===== src/rtl/exc_pkg.sv =====
// Shared types and helpers for the exception sequencer.
package exc_pkg;

    typedef enum logic [1:0] {EXS_IDLE, EXS_RAISE, EXS_HANDLER} exc_state_t;

    localparam logic [3:0] EST_NONE = 4'd0;

    // Cause code reported to the exception unit: source index plus one, so zero means "none".
    function automatic logic [3:0] est_code(input int idx);
        return 4'(idx + 1);
    endfunction

endpackage


===== src/rtl/exc_sequencer_prio_enc.sv =====
// Combinational priority encoder: lowest set index wins.
module prio_enc #(
    parameter int N = 4,
    localparam int IW = (N > 1) ? $clog2(N) : 1
) (
    input  logic [N-1:0]  req,
    output logic          valid,
    output logic [IW-1:0] idx
);

    always_comb begin
        valid = |req;
        idx   = '0;
        // Scan downward so the lowest set bit is the last assignment.
        for (int i = N - 1; i >= 0; i--) begin
            if (req[i]) idx = IW'(i);
        end
    end

endmodule


===== src/rtl/exc_sequencer.sv =====
// Sticky exception collector with fixed priority selection, ack timeout/retry
// and a handler window that blocks new raises until ERet.
module exc_sequencer
    import exc_pkg::*;
#(
    parameter int N_SRC       = 4,
    parameter int ACK_TIMEOUT = 16
) (
    input  logic             clk,
    input  logic             reset,
    input  logic [N_SRC-1:0] exc_req,
    input  logic             mask_we,
    input  logic [N_SRC-1:0] mask_d,
    input  logic             ExcAck,
    input  logic             ERet,
    output logic             Exc,
    output logic [3:0]       EStatus,
    output logic             Busy,
    output logic [N_SRC-1:0] pend_q,
    output logic [N_SRC-1:0] mask_q,
    output logic             AckErr
);

    localparam int IW = (N_SRC > 1) ? $clog2(N_SRC) : 1;
    localparam int TW = $clog2(ACK_TIMEOUT);

    exc_state_t       state;
    logic [TW-1:0]    timer;
    logic [N_SRC-1:0] eligible;
    logic             win_vld;
    logic [IW-1:0]    win_idx;
    logic [N_SRC-1:0] pend_clr;
    logic [N_SRC-1:0] pend_ret;
    logic [N_SRC-1:0] pend_nxt;
    logic             timeout;

    assign eligible = pend_q & ~mask_q;
    assign timeout  = (timer == TW'(ACK_TIMEOUT - 1));
    assign Busy     = (state != EXS_IDLE);

    prio_enc #(.N(N_SRC)) u_prio (
        .req   (eligible),
        .valid (win_vld),
        .idx   (win_idx)
    );

    // A fresh request always beats the selection clear on the same edge.
    always_comb begin
        pend_clr = '0;
        pend_ret = '0;
        if (state == EXS_IDLE && win_vld)
            pend_clr[win_idx] = 1'b1;
        if (state == EXS_RAISE && !ExcAck && timeout) begin
            for (int i = 0; i < N_SRC; i++)
                pend_ret[i] = (EStatus == est_code(i));
        end
        pend_nxt = (pend_q & ~pend_clr) | pend_ret | exc_req;
    end

    always_ff @(posedge clk or posedge reset) begin
        if (reset) begin
            state   <= EXS_IDLE;
            Exc     <= 1'b0;
            EStatus <= EST_NONE;
            pend_q  <= '0;
            mask_q  <= '0;
            timer   <= '0;
            AckErr  <= 1'b0;
        end else begin
            pend_q <= pend_nxt;
            if (mask_we) mask_q <= mask_d;
            case (state)
                EXS_IDLE: begin
                    if (win_vld) begin
                        state   <= EXS_RAISE;
                        Exc     <= 1'b1;
                        EStatus <= est_code(32'(win_idx));
                        timer   <= '0;
                    end
                end
                EXS_RAISE: begin
                    // Ack takes precedence over an expiring timer.
                    if (ExcAck) begin
                        state <= EXS_HANDLER;
                        Exc   <= 1'b0;
                    end else if (timeout) begin
                        state   <= EXS_IDLE;
                        Exc     <= 1'b0;
                        EStatus <= EST_NONE;
                        AckErr  <= 1'b1;
                    end else begin
                        timer <= timer + TW'(1);
                    end
                end
                EXS_HANDLER: begin
                    if (ERet) begin
                        state   <= EXS_IDLE;
                        EStatus <= EST_NONE;
                    end
                end
                default: begin
                    state   <= EXS_IDLE;
                    Exc     <= 1'b0;
                    EStatus <= EST_NONE;
                end
            endcase
        end
    end

endmodule


===== config.mk =====
export PLATFORM = sky130hd
export DESIGN_NAME = exc_sequencer
export DESIGN_NICKNAME = d
export VERILOG_FILES = /design/src/rtl/exc_pkg.sv /design/src/rtl/exc_sequencer_prio_enc.sv /design/src/rtl/exc_sequencer.sv
export SDC_FILE = /design/constraint.sdc
export NUM_CORES = 1
export LEC_CHECK = 0
export BUFFER_PORTS_ARGS = -buffer_cell sky130_fd_sc_hd__buf_2
export CAP_MARGIN = 5
export CORE_ASPECT_RATIO = 1.25
export CORE_UTILIZATION = 35
export CTS_BUF_LIST = sky130_fd_sc_hd__clkbuf_8
export CTS_CLUSTER_SIZE = 24
export DETAILED_ROUTE_END_ITERATION = 6
export PLACE_DENSITY = 0.67
export SYNTH_ARGS = -nofsm -noshare
export SYNTH_HDL_FRONTEND = slang
export SYNTH_HIERARCHICAL = 1
export SYNTH_SLANG_ARGS = --single-unit

===== constraint.sdc =====
create_clock -name clk -period 3.05 [get_ports clk]
set_input_delay 0.1525 -clock clk [delete_from_list [all_inputs] [get_ports clk]]
set_output_delay 0.1525 -clock clk [all_outputs]
set_load 0.01 [all_outputs]

==> summary.txt <==
Status
  • Status: finished clean

Cells and area
  • Most frequent cells in the layout: 26 x buf_2, 19 x dfrtp_1, 14 x nand2_1
  • Layout overhead on the synthesized area: 18.2%
  • Layout Utilization: 0.450
  • Ant. Diodes: 0
  • FF+latch area: 475 µm²
  • Post-route design area: 1250 µm²
  • Commonest non-fill, non-tap cell in the layout: buf_2
  • Layout cells sized above 1: 0.333
  • Layout filler cell count: 294
  • Nets: 154
  • Multi-input gate area: 532 µm²

Power and ir drop
  • Static leakage: 0.576 nW
  • PwrDens: 782 nW/µm²
  • Total Power: 0.979 mW
  • Maximum vdd drop: 0.417 mV

Worst setup path
  • Crit path DAT: 1.81 ns
  • Worst Setup End Kind: flip-flop
  • Req. time, crit path: 3.18 ns
  • Critical path type: reg2reg
  • Max FO, Critical Path: 7
  • Startpoint Class: flip-flop

Logic synthesis
  • Mapped Nets: 126
  • Yosys warning count: 6
  • FFs w/ async S/R, synth: 1.00
  • Flops & latches, synth: 19
  • Syn Inst Count: 108
  • Synth Flop Type: dfrtp_1
  • Sequential element share of the synthesized area: 0.449
  • Post-synth cell types: 31
  • Syn_area_per_cell: 9.81 µm²
  • Post-synth EDFFs: 0
  • Mapped cell area: 1060 µm²

STA
  • Final period utilization: 0.550
  • Headroom to the max-slew limit: 0.517
  • Clock skew: 0.00201 ns
  • Final setup fails: 0
  • Hold Vio Cnt, Final: 0
  • Final setup TNS: 0 ns
  • Max Freq: 596 MHz
  • RSZ-0062 raised after global routing: no
  • Minimum clock period: 1.68 ns
  • Final Max Tran Viols: 0
  • Post-route setup slack: 1.37 ns
  • Worst slew pin tran: 0.723 ns

Routing
  • Drt first pass iters: 4
  • DRC viols: 0
  • Drt wl/cell: 12.8 µm
  • 1st-iter DRT viols: 3
  • Post-Route WL: 2.17 mm
  • Via count: 848
  • Antenna-violating nets left: 0
  • Vias per cell: 5.02

Global routing
  • Largest net degree at the start of global routing: 20
  • Vias in the first global route: 850
  • Total gr overflow: 0
  • Total GRT Usage: 0.149
  • First-pass GRT wire length: 3.68 mm
  • Number of antenna violations at the first check in global routing: 0

Clock network
  • Clock root cell: clkbuf_8
  • Post-CTS Hold Buffers: 0
  • CTS Sinks: 19
  • Maximum clock insertion buffer count: 2
  • Reg clk slew, reported paths: 0.07 ns
  • Post CTS Setup Buffer Count: 0
  • Post_cts resized: 0
  • CTS Buf Count: 3
  • H-tree levels: 1
  • Clock Latency Late Sink: 0.25 ns
  • CTS tree: done

Die
  • Core area: 2790 µm²
  • Die Wd: 51.2 µm
  • Die footprint: 3250 µm²
  • Number of I/O pins: 28
  • Die Ht: 63.5 µm
  • Initial Util: 0.381
  • Row cnt: 21

Placed design
  • Dpl ws: 1.39 ns
  • Placer Congestion: 0.808
  • Final HPWL DP: 1.66 mm
  • Placed Area: 1210 µm²
  • Input/output buffers: 26

Flow run
  • Max-cap viol count: 0

Min path
  • Hold WC Path Type: in2async
per-layer routing:
layer	part of all wire	up-vias	wire, µm	global-route usage
met1	0.47	404	1020	0.183
met4	0.0055	0	12	0.0608
met2	0.47	24	1030	0.252
met3	0.050	2	108	0.0242
li1	-	418	-	-
met5	0	-	0	0
cells in the mapped netlist (2+ instances only):
master     n  area (µm²)
nand3_1    6        30.0
dfrtp_1   19         475
nand2_1   14        52.6
inv_1      6        22.5
nand3b_1   2        15.0
buf_4      2        15.0
ha_1       5        62.6
nor2_1     6        22.5
a22o_1     4        35.0
mux2_2     4        45.0
nand2b_4   2        27.5
nand2b_1   4        25.0
a21oi_2    2        17.5
a21oi_1    6        30.0
nor2b_1    5        31.3
o21ai_1    6        30.0
where the power goes:
part	leakage, nW	internal (mW)	switching (mW)
clock network	0.0255	0.0906	0.0803
registers	0.227	0.313	0.0966
logic	0.324	0.186	0.213
worst paths after layout:
kind	startpoint	to	slack (ns)	cells past startpoint
setup / recovery	mask_q[0]$_DFFE_PP0P_	pend_q[0]$_DFF_PP0_	1.37	7
hold / removal	reset	AckErr$_DFFE_PP0P_	0.009	2
setup reg to reg	mask_q[0]$_DFFE_PP0P_	pend_q[0]$_DFF_PP0_	1.37	7
hold reg to reg	AckErr$_DFFE_PP0P_	AckErr$_DFFE_PP0P_	0.47	1
max in group asynchronous	reset	state[1]$_DFFE_PP0P_	2.58	2
min in group clk	exc_req[2]	pend_q[2]$_DFF_PP0_	0.09	3
cells by family (layout without fill, tap and decap cells):
group,after synthesis,in the layout,share of synthesized area
buffers and inverters,10,37,0.0496
AOI/OAI and AO/OA,22,22,0.136
and+or+nand+nor,46,46,0.253
adders and majority gates,5,5,0.0590
DFF,19,19,0.449
xor gates and xnor gates,1,1,0.00827
muxes,4,4,0.0425
other,1,1,0.00354
critical path, cell delays in order (launching register included):
cell and delay, ns:
dfrtp_1 0.39, nor2b_1 0.25, nor2_1 0.08, nand2_1 0.17
nor3b_4 0.35, nand2_1 0.09, a21oi_1 0.14, o21ai_1 0.08
sequential cells by signal, indices dropped and copies added (netlist names):
name,count
AckErr,1
timer,4
pend_q,4
Exc,1
state,2
EStatus,3
mask_q,4
per-stage QoR:
stage               cells  hold WS (ns)
floorplan             108         0.104
global placement      165         0.298
detailed placement    165         0.308
CTS                   169        0.0310
global route          169        0.0759
finish                169       0.00892
final cells by class:
class / instances / area share
Clock buffer: 3 / 0.0330
Clock inverter: 1 / 0.00400
Inverter: 7 / 0.0210
Multi-Input combinational cell: 79 / 0.425
Sequential cell: 19 / 0.380
Tap cell: 34 / 0.0340
Timing Repair Buffer: 26 / 0.104
Power figures use the tool's default switching activity.
